### src/rtl/keypad_pkg.sv
// keypad_pkg: shared constants, scan-result types and key lookup
// for the 4x3 matrix keypad scan controller.
package keypad_pkg;

  localparam logic [3:0] KEY_STAR = 4'd10;
  localparam logic [3:0] KEY_HASH = 4'd11;

  localparam logic [3:0] ROW_PAT [4] = '{
    4'b1101, 4'b1011, 4'b0111, 4'b1110
  };

  typedef enum logic [1:0] {
    RES_NONE,
    RES_KEY,
    RES_MULTI
  } scan_res_e;

  typedef struct packed {
    scan_res_e  kind;
    logic [3:0] code;
  } scan_t;

  localparam scan_t SCAN_NONE = '{kind: RES_NONE, code: 4'd0};

  // Row index and column index (0 = left) to key code.
  function automatic logic [3:0] key_lookup(
    input logic [1:0] r,
    input logic [1:0] c
  );
    logic [3:0] k;
    k = 4'd3 * {2'b00, r} + {2'b00, c} + 4'd1;
    if (r == 2'd3) begin
      case (c)
        2'd0:    k = KEY_STAR;
        2'd1:    k = 4'd0;
        default: k = KEY_HASH;
      endcase
    end
    return k;
  endfunction

  // Position of the (single) low bit of an active-low column word.
  function automatic logic [1:0] col_index(input logic [2:0] col_n);
    logic [1:0] c;
    c = 2'd2;
    if (!col_n[1]) c = 2'd1;
    if (!col_n[0]) c = 2'd0;
    return c;
  endfunction

endpackage

### src/rtl/keypad_scan_ctrl_if.sv
// keypad_scan_ctrl_if: valid/ready key-code stream from the
// scan controller (master) to its consumer (slave).
interface keypad_scan_ctrl_if;
  logic [3:0] key_code;
  logic       key_valid;
  logic       key_ready;

  modport master (
    output key_code,
    output key_valid,
    input  key_ready
  );

  modport slave (
    input  key_code,
    input  key_valid,
    output key_ready
  );
endinterface

### src/rtl/keypad_fifo.sv
// keypad_fifo: small synchronous FIFO of 4-bit key codes;
// head reads 0 while empty, simultaneous push+pop allowed when full.
module keypad_fifo #(
  parameter int DEPTH = 4
) (
  input  logic                   clk,
  input  logic                   rst_n,
  input  logic                   push_i,
  input  logic [3:0]             din_i,
  input  logic                   pop_i,
  output logic [3:0]             dout_o,
  output logic                   full_o,
  output logic                   empty_o,
  output logic [$clog2(DEPTH):0] count_o
);

  localparam int AW = $clog2(DEPTH);
  localparam int CW = AW + 1;

  logic [3:0]    mem_q [DEPTH];
  logic [AW-1:0] wr_q, rd_q;
  logic [CW-1:0] cnt_q;
  logic          push_ok, pop_ok;

  assign empty_o = (cnt_q == '0);
  assign full_o  = (cnt_q == CW'(DEPTH));
  assign pop_ok  = pop_i && !empty_o;
  assign push_ok = push_i && (!full_o || pop_ok);
  assign dout_o  = empty_o ? 4'd0 : mem_q[rd_q];
  assign count_o = cnt_q;

  // Storage, pointers and occupancy.
  always_ff @(posedge clk or negedge rst_n) begin
    if (!rst_n) begin
      for (int i = 0; i < DEPTH; i++) mem_q[i] <= 4'd0;
      wr_q  <= '0;
      rd_q  <= '0;
      cnt_q <= '0;
    end else begin
      if (push_ok) begin
        mem_q[wr_q] <= din_i;
        wr_q        <= wr_q + AW'(1);
      end
      if (pop_ok) rd_q <= rd_q + AW'(1);
      cnt_q <= cnt_q + CW'(push_ok) - CW'(pop_ok);
    end
  end

endmodule

### src/rtl/keypad_scan_ctrl.sv
// keypad_scan_ctrl: 4x3 keypad row scanner, whole-scan debounce and
// key-event FIFO. Define KEYPAD_REPEAT_EN to enable auto-repeat.
module keypad_scan_ctrl
  import keypad_pkg::*;
#(
  parameter int SCAN_DIV       = 100000,
  parameter int DEBOUNCE_SCANS = 4,
  parameter int FIFO_DEPTH     = 4,
  parameter int REPEAT_DELAY   = 32,
  parameter int REPEAT_RATE    = 8
) (
  input  logic                        clk,
  input  logic                        rst_n,
  input  logic [2:0]                  colum,
  output logic [3:0]                  row,
  keypad_scan_ctrl_if.master          key_if,
  output logic [$clog2(FIFO_DEPTH):0] fifo_count,
  output logic                        overflow
);

  localparam int DIV_W = $clog2(SCAN_DIV);
  localparam logic [DIV_W-1:0] DIV_LAST = DIV_W'(SCAN_DIV - 1);
  localparam logic [3:0] DEB_N = 4'(DEBOUNCE_SCANS);

  logic [DIV_W-1:0] div_q, div_d;
  logic [1:0]       slot_q, slot_d;
  logic [1:0]       hit_q, hit_d;
  logic [3:0]       code_q, code_d;
  scan_t            cand_q, cand_d;
  scan_t            acc_q, acc_d;
  logic [3:0]       cnt_q, cnt_d;
  logic             ovf_q;

  logic       scan_done;
  scan_t      res;
  logic [1:0] nz, hit_new;
  logic [2:0] hit_sum;
  logic [3:0] code_new;
  logic       evt_push, push, pop;
  logic       fifo_full, fifo_empty;

  assign row = ROW_PAT[slot_q];

  // Slot timing and per-scan accumulation of closed contacts.
  always_comb begin
    div_d     = div_q + DIV_W'(1);
    slot_d    = slot_q;
    hit_d     = hit_q;
    code_d    = code_q;
    scan_done = 1'b0;
    res       = SCAN_NONE;
    nz        = 2'(!colum[0]) + 2'(!colum[1]) + 2'(!colum[2]);
    hit_sum   = 3'(hit_q) + 3'(nz);
    hit_new   = (hit_sum > 3'd2) ? 2'd2 : hit_sum[1:0];
    code_new  = code_q;
    if (nz == 2'd1 && hit_q == 2'd0)
      code_new = key_lookup(slot_q, col_index(colum));
    if (div_q == DIV_LAST) begin
      div_d  = '0;
      slot_d = slot_q + 2'd1;
      if (slot_q == 2'd3) begin
        scan_done = 1'b1;
        hit_d     = 2'd0;
        code_d    = 4'd0;
        if (hit_new == 2'd2) res.kind = RES_MULTI;
        if (hit_new == 2'd1) res = '{kind: RES_KEY, code: code_new};
        if (res.kind == RES_MULTI) res = SCAN_NONE;
      end else begin
        hit_d  = hit_new;
        code_d = code_new;
      end
    end
  end

  // Debounce: a result must repeat DEBOUNCE_SCANS times to be accepted.
  always_comb begin
    cand_d = cand_q;
    cnt_d  = cnt_q;
    acc_d  = acc_q;
    if (scan_done) begin
      if (res == cand_q) begin
        if (cnt_q != DEB_N) cnt_d = cnt_q + 4'd1;
      end else begin
        cand_d = res;
        cnt_d  = 4'd1;
      end
      if (cnt_d == DEB_N) acc_d = cand_d;
    end
  end

  assign evt_push = scan_done && (acc_d != acc_q) &&
                    (acc_d.kind == RES_KEY);

`ifdef KEYPAD_REPEAT_EN
  localparam logic [15:0] REP_DLY  = 16'(REPEAT_DELAY);
  localparam logic [15:0] REP_RATE = 16'(REPEAT_RATE);

  logic [15:0] rep_cnt_q, rep_cnt_d, rep_next;
  logic        rep_first_q, rep_first_d, rep_push;

  // Auto-repeat: count full scans while the accepted key is held.
  always_comb begin
    rep_cnt_d   = rep_cnt_q;
    rep_first_d = rep_first_q;
    rep_push    = 1'b0;
    rep_next    = rep_cnt_q + 16'd1;
    if (scan_done) begin
      if (acc_d != acc_q) begin
        rep_cnt_d   = '0;
        rep_first_d = 1'b1;
      end else if (acc_q.kind == RES_KEY) begin
        if (rep_next == (rep_first_q ? REP_DLY : REP_RATE)) begin
          rep_push    = 1'b1;
          rep_cnt_d   = '0;
          rep_first_d = 1'b0;
        end else begin
          rep_cnt_d = rep_next;
        end
      end
    end
  end

  // Repeat counter state.
  always_ff @(posedge clk or negedge rst_n) begin
    if (!rst_n) begin
      rep_cnt_q   <= '0;
      rep_first_q <= 1'b1;
    end else begin
      rep_cnt_q   <= rep_cnt_d;
      rep_first_q <= rep_first_d;
    end
  end

  assign push = evt_push || rep_push;
`else
  localparam int UNUSED_REPEAT = REPEAT_DELAY + REPEAT_RATE;

  assign push = evt_push;
`endif

  assign pop = key_if.key_ready && !fifo_empty;

  // Scan and debounce state.
  always_ff @(posedge clk or negedge rst_n) begin
    if (!rst_n) begin
      div_q  <= '0;
      slot_q <= 2'd0;
      hit_q  <= 2'd0;
      code_q <= 4'd0;
      cand_q <= SCAN_NONE;
      acc_q  <= SCAN_NONE;
      cnt_q  <= 4'd0;
    end else begin
      div_q  <= div_d;
      slot_q <= slot_d;
      hit_q  <= hit_d;
      code_q <= code_d;
      cand_q <= cand_d;
      acc_q  <= acc_d;
      cnt_q  <= cnt_d;
    end
  end

  // Sticky flag for a push dropped on a full FIFO.
  always_ff @(posedge clk or negedge rst_n) begin
    if (!rst_n) ovf_q <= 1'b0;
    else if (push && fifo_full && !pop) ovf_q <= 1'b1;
  end

  assign overflow = ovf_q;

  keypad_fifo #(.DEPTH(FIFO_DEPTH)) u_fifo (
    .clk     (clk),
    .rst_n   (rst_n),
    .push_i  (push),
    .din_i   (acc_d.code),
    .pop_i   (pop),
    .dout_o  (key_if.key_code),
    .full_o  (fifo_full),
    .empty_o (fifo_empty),
    .count_o (fifo_count)
  );

  assign key_if.key_valid = !fifo_empty;

endmodule

### src/flat_wrapper.sv
// flat-port wrapper written by rule: the top's interface ports become plain ports
module keypad_scan_ctrl_flat import keypad_pkg::*;
#(
  parameter int SCAN_DIV       = 100000,
  parameter int DEBOUNCE_SCANS = 4,
  parameter int FIFO_DEPTH     = 4,
  parameter int REPEAT_DELAY   = 32,
  parameter int REPEAT_RATE    = 8
)
  (clk, rst_n, colum, row, fifo_count, overflow, key_if_key_code, key_if_key_valid, key_if_key_ready);
  keypad_scan_ctrl_if key_if_i ();
  input  logic clk;
  input  logic rst_n;
  input  logic [2:0] colum;
  output logic [3:0] row;
  output logic [$clog2(FIFO_DEPTH):0] fifo_count;
  output logic overflow;
  output wire logic [$bits(key_if_i.key_code)-1:0] key_if_key_code;
  output wire logic [$bits(key_if_i.key_valid)-1:0] key_if_key_valid;
  input wire logic [$bits(key_if_i.key_ready)-1:0] key_if_key_ready;
  assign key_if_key_code = key_if_i.key_code;
  assign key_if_key_valid = key_if_i.key_valid;
  assign key_if_i.key_ready = key_if_key_ready;
  keypad_scan_ctrl #(.SCAN_DIV(SCAN_DIV), .DEBOUNCE_SCANS(DEBOUNCE_SCANS), .FIFO_DEPTH(FIFO_DEPTH), .REPEAT_DELAY(REPEAT_DELAY), .REPEAT_RATE(REPEAT_RATE)) u_core (.clk(clk), .rst_n(rst_n), .colum(colum), .row(row), .key_if(key_if_i), .fifo_count(fifo_count), .overflow(overflow));
endmodule
### config.mk
export PLATFORM = sky130hd
export DESIGN_NAME = keypad_scan_ctrl_flat
export DESIGN_NICKNAME = d
export VERILOG_FILES = /design/src/rtl/keypad_pkg.sv /design/src/rtl/keypad_scan_ctrl_if.sv /design/src/rtl/keypad_fifo.sv /design/src/rtl/keypad_scan_ctrl.sv /design/src/flat_wrapper.sv
export SDC_FILE = /design/constraint.sdc
export NUM_CORES = 1
export LEC_CHECK = 0
export ABC_AREA = 1
export CORE_ASPECT_RATIO = 0.9
export CORE_MARGIN = 2
export CORE_UTILIZATION = 53
export DETAILED_ROUTE_END_ITERATION = 10
export PLACE_DENSITY = 0.71
export SETUP_SLACK_MARGIN = 0.15
export SYNTH_ARGS = -nofsm -noshare
export SYNTH_HDL_FRONTEND = slang
export SYNTH_SLANG_ARGS = --single-unit
### constraint.sdc
create_clock -name clk -period 6.8 [get_ports clk]
set_input_delay 1.36 -clock clk [delete_from_list [all_inputs] [get_ports clk]]
set_output_delay 1.36 -clock clk [all_outputs]
set_load 0.05 [all_outputs]
; After elaboration in Yosys (flattened, before gate mapping)
; Index checks and enable logic that the tools add are counted.
; W data, S select, Z words.
[totals]
mem_bits_rw = 0
input_bits = 6
latch_bits = 0
elab_cells = 105
reg_bits = 65
out_inout_bits = 13
romBits = 0
n_memories = 0
[op_classes]
n_lt_le_gt_ge = 5
n_eq_ne = 13
n_reduce_logical = 19
n_shift = 0
n_addsub = 12
n_mux = 35
n_mul = 1
n_bitwise = 3
n_div = 0
[op_table]
columns = cell, n
row1 = $mux W6, 9
row2 = $mux W4, 12
row3 = $add A17 B1 Y17 const B, 1
row4 = $eq A17 B17 Y1 const B, 1
row5 = $mux W17, 1
row6 = $bmux W4 S2, 2
row7 = $bwmux W16, 1
row8 = $mux W2, 6
row9 = $ge A3 B3 Y1 const B, 3
row10 = $logic_and A1 B1 Y1, 9
row11 = $not A2 Y3, 3
row12 = $add A4 B1 Y4 const B, 2
row13 = $demux W4 S2, 1
row14 = $eq A2 B1 Y1 const B, 4
row15 = $pmux W4 S2, 1
row16 = $add A2 B1 Y2 const B, 3
row17 = $eq A2 B2 Y1 const B, 3
row18 = $eq A6 B6 Y1, 1
row19 = $logic_not A1 Y1, 6
row20 = $ne A6 B6 Y1, 1
row21 = $add A4 B2 Y4, 1
row22 = $eq A4 B3 Y1 const B, 1
row23 = $logic_not A2 Y1, 2
row24 = $mul A2 B2 Y4 const A, 1
row25 = 12 further kinds, 13

; Logic depth before layout (Yosys ltp)
[logic_depth]
word_depth = 29
depth_mapped = 25
ltp_nobuf = 24

; By module
; Synthesis repeated with hierarchy kept, for this count alone.
[hier_totals]
cells_unflattened = 495
area_unflattened_um2 = 3918.8
[by_module_without_submodules]
columns = module, instances, cells_per_inst, area_per_inst_um2
row1 = keypad_scan_ctrl, 1, 345, 2677.6
row2 = keypad_fifo, 1, 150, 1241.2

; Least setup slack after synthesis
; No wires, ideal clock.
[synth_path]
path_type = input to register
from = in colum[0]
to = reg u_core.u_fifo.cnt_q[2], in the netlist u_core.u_fifo.count_o[2]
path_stages = 24
setup_ps = 130
path_slack_ps = 1503
t_arrival_ps = 5167
required_time_ps = 6670
path_buffers = 1
path_cell_list = inv_1 > fa_1 > ha_1 > inv_1 > fa_1 > nand2_1 > nor2_4 > inv_1 > nor2_8 > nand2_4 > nand2_2 > nand2_2 > nor2_4 > nand4_4 > nor2_4 > nand3_4 > a21oi_4 > buf_6 > nand2_4 > ha_1 > inv_1 > ha_1 > fa_1 > xor2_1
[synth_via]
elab_chain_len = 27
elab_cells_between_ends = 41
[synth_lines]
columns = element, line
row1 = from (decl), flat_wrapper.sv:14  ; input logic [2:0] colum;
row2 = $logic_not A1 Y1, keypad_scan_ctrl.sv:52  ; nz = 2'(!colum[0]) + 2'(!colum[1]) + 2'(!colum[2]);
row3 = $add A1 B1 Y2, keypad_scan_ctrl.sv:52
row4 = $add A2 B1 Y2, keypad_scan_ctrl.sv:52
row5 = $add A2 B2 Y3, keypad_scan_ctrl.sv:53  ; hit_sum = 3'(hit_q) + 3'(nz);
row6 = $gt A3 B2 Y1, keypad_scan_ctrl.sv:54  ; hit_new = (hit_sum > 3'd2) ? 2'd2 : hit_sum[1:0];
row7 = $mux W2, keypad_scan_ctrl.sv:54
row8 = $eq A2 B2 Y1, keypad_scan_ctrl.sv:65  ; if (hit_new == 2'd2) res.kind = RES_MULTI;
row9 = $mux W2, keypad_scan_ctrl.sv:65
row10 = (+11 left out), --
row11 = $mux W6 (*), keypad_scan_ctrl.sv:87  ; if (cnt_d == DEB_N) acc_d = cand_d;
row12 = $mux W6 (*), keypad_scan_ctrl.sv:80  ; if (scan_done) begin
row13 = $ne A6 B6 Y1, keypad_scan_ctrl.sv:91  ; assign evt_push = scan_done && (acc_d != acc_q) &&
row14 = $logic_and A1 B1 Y1, keypad_scan_ctrl.sv:91
row15 = $logic_and A1 B1 Y1 (*), keypad_scan_ctrl.sv:91
row16 = $logic_and A1 B1 Y1 (*), keypad_fifo.sv:28  ; assign push_ok = push_i && (!full_o || pop_ok);
row17 = $add A3 B1 Y3 (*), keypad_fifo.sv:45  ; cnt_q <= cnt_q + CW'(push_ok) - CW'(pop_ok);
row18 = $sub A3 B1 Y3 (*), keypad_fifo.sv:45
row19 = to (signal assigned), keypad_fifo.sv:45
row20 = to (decl), keypad_fifo.sv:22  ; logic [CW-1:0] cnt_q;
; Every way passes the cells marked *; elsewhere a longest branch is shown, timed or not. The select of a mux whose other input is x is not followed.
; A chain may end at the register's enable or synchronous reset.

; Final worst setup path
; Same ends and word-level chain as after synthesis.

==> summary.txt <==
status: completed
DR pass1 iterations: 5
area leader, netlist: dfrtp_1
WS Path Type: input port to register
ys flop type: dfrtp_1
global router's overall resource usage: 0.229
Yosys reg bits: 65
core footprint: 7150 um2
IO Pins: 19
total negative slack: 0 ns
H-tree depth: 3
Cells after DPL: 608
leakage: 2.26 nW
reg2reg path depth: 20
Area Growth Syn to Fin: 11.6%
Crit-path slowest cell: fa_1
fin. max-slew vios: 0
die width: 95.2 um
slowest stage delay, CP: 0.58 ns
Post-DRT Antenna Nets: 0
vias per cell: 5.27
TritonCTS clock tree: built
Cell Area, Placed: 4220 um2
Pwr per Cell Area: 238 nW/um2
Worst Hold Path Cells: 1
Die Ht: 86.0 um
clk slew on worst S/H paths: 0.07 ns
syn avg cell area: 7.88 um2
list of most frequent post-synthesis cells: nand2_1 (117), inv_1 (72), dfrtp_1 (65)
Final Hold Vio Count: 0
CTS resizes: 0
setup violators final: 0
share of layout cells above drive strength 1: 0.0998
Post-synth EDFFs: 0
Hold Path Origin: u_core.div_q[0]$_DFF_PN0_
IO buf count: 18
Nets: 554
CP cell instances: clkdlybuf4s50_1, inv_1, fa_1, ha_1, inv_1, fa_1, nand2_1, nor2_4, inv_1, nor2_8, nand2_4, nand2_2, nand2_2, nor2_4, nand4_4, nor2_4, nand3_4, a21oi_4, nand2_4, ha_1, inv_1, ha_1, fa_1, xor2_1
FF-to-FF setup slack: 2.64 ns
first-pass GRT wire length: 14.5 mm
Worst VDD drop: 0.000223 V
Root Buffer: clkbuf_8
crit path DAT: 5.95 ns
WHS Endpoint: u_core.div_q[0]$_DFF_PN0_
Starting Density: 0.555
Synth area leaders: dfrtp_1 (41%), nand2_1 (11%), inv_1 (6.8%), ha_1 (5.4%), nor2_1 (5.1%)
kind of end point of the critical path: register
final worst-path cycle share: 0.841
RSZ-0062 raised after global routing: false
Vias: 3286
FF-to-FF End: u_core.u_fifo.count_o[2]$_DFF_PN0_
worst skew pair latency: 0.34 ns
Non-Filler Instances: 624
Syn Nets: 531
GRT overflow: 0
DIE AREA: 8190 um2
Detailed Route Iter0 Violations: 204
final worst slack: 1.08 ns
Crit Path Max Fanout: 7
Max clock buf depth: 2
HPWL Detailed: 6.15 mm
Largest delay share family, worst path: adder cells
per-cell routed wire length: 13.5 um
Worst Setup Start Kind: input port
share of the yosys chip area belonging to registers: 0.410
drt total wl: 8.40 mm
# diodes: 0
R2R Path Start: u_core.slot_q[0]$_DFFE_PN0N_
mapped cell area: 3960 um2
Tmin final: 5.72 ns
post-synth top area share: 0.410
vias in the first global route: 3201
Worst EP required: 7.02 ns
maximum clock rate: 175 MHz
# clock sinks: 65
largest net degree at the start of global routing: 66
synth unique cells: 38
Bufs and invs on worst path: 5
Max Cap Viol: 0
CTS Hold Bufs: 0
Num CTS Buffers: 9
synth warn: 0
Pwr Total: 0.00105 W
post-route cell area: 4420 um2
Layout Skew: 0.00427 ns
Post-CTS Setup Inserts: 0
count leader, synth: nand2_1
Worst Hold Class: register to register
worst-margin pin slew: 0.808 ns
Setup WS pre-CTS: 0.714 ns
fraction of registers with async set/reset: 1.00
most used cell, CP: inv_1
relative slew slack: 0.461
Routability Congestion: 0.977
Post-Syn Instances: 503
# DRC: 0
initial antenna violation count: 0
FP Rows: 29
stage by stage:
step           utilization  hold WS, ns
5_1_grt              0.619        0.490
3_3_place_gp         0.590        0.449
6_report             0.619        0.465
3_5_place_dp         0.590        0.455
2_1_floorplan            -        0.433
4_1_cts              0.619        0.469
how the worst max path moves through the flow:
stage / startpoint / endpoint / depth (start not counted) / slack, ns
floorplan: colum[0] / u_core.u_fifo.count_o[2]$_DFF_PN0_ / 24 / 1.50
global placement: colum[0] / u_core.u_fifo.count_o[2]$_DFF_PN0_ / 24 / 0.85
detailed placement: colum[0] / u_core.u_fifo.count_o[2]$_DFF_PN0_ / 24 / 0.71
CTS: colum[0] / u_core.u_fifo.count_o[2]$_DFF_PN0_ / 24 / 1.09
global route: colum[0] / u_core.u_fifo.count_o[2]$_DFF_PN0_ / 24 / 0.74
finish: colum[0] / u_core.u_fifo.count_o[2]$_DFF_PN0_ / 24 / 1.08
cells by family (layout without fill, tap and decap cells):
group	after synthesis	count (layout)	share of synthesized area
AOI/OAI and AO/OA	54	54	0.0786
and+or+nand+nor	262	262	0.318
DFF	65	65	0.410
xor gates and xnor gates	11	11	0.0243
adders and majority gates	22	22	0.0789
buffers and inverters	89	117	0.0896
power by group:
| group | total (W) | internal, W | leakage, nW | switching [W] |
|---|---|---|---|---|
| sequential | 0.000429 | 0.000403 | 0.793 | 0.0000265 |
| combinational | 0.000286 | 0.0000942 | 1.37 | 0.000192 |
| clock | 0.000339 | 0.000180 | 0.0949 | 0.000159 |
cell type report:
class / count / area, um2
Clock buffer: 10 / 138
Clock inverter: 6 / 66.3
Fill cell: 601 / 2730
Inverter: 81 / 304
Multi-Input combinational cell: 349 / 1980
Sequential cell: 65 / 1630
Tap cell: 93 / 116
Timing Repair Buffer: 20 / 190
worst register-to-register path, delay by kind of cell (launching register included):
family | cells | cell delay (ns)
buffers and inverters | 2 | 0.11
adder cells (fa/ha/maj) | 5 | 1.87
flip-flops | 1 | 0.45
AND/OR/NAND/NOR | 10 | 1.04
XOR/XNOR | 1 | 0.18
AO/OA/AOI/OAI | 2 | 0.41
layer usage:
metal	part of all wire	vias up	GRT usage
li1	-	1663	-
met1	0.49	1536	0.324
met2	0.45	85	0.343
met3	0.056	2	0.0598
met4	0.0050	0	0.0738
met5	0	-	0
flip-flops by register name, summed over array words and instances, names as in the netlist:
register               count
u_core.acc_q               6
u_core.cand_q              6
u_core.cnt_q               4
u_core.code_q              4
u_core.div_q              17
u_core.hit_q               2
u_core.overflow            1
u_core.slot_q              2
u_core.u_fifo.count_o      3
u_core.u_fifo.mem_q       16
u_core.u_fifo.rd_q         2
u_core.u_fifo.wr_q         2
cells in the final DEF (no fill, tap or decap), types with 6 or more instances in the layout:
master,count
nand2_1,117
inv_1,72
dfrtp_1,65
nor2_1,54
nand4_1,31
nand3_1,25
o21ai_0,25
ha_1,17
clkdlybuf4s50_1,17
a21oi_1,16
clkbuf_8,10
inv_2,9
nor3_1,9
xor2_1,8
nor2_2,6
Power figures use the tool's default switching activity.
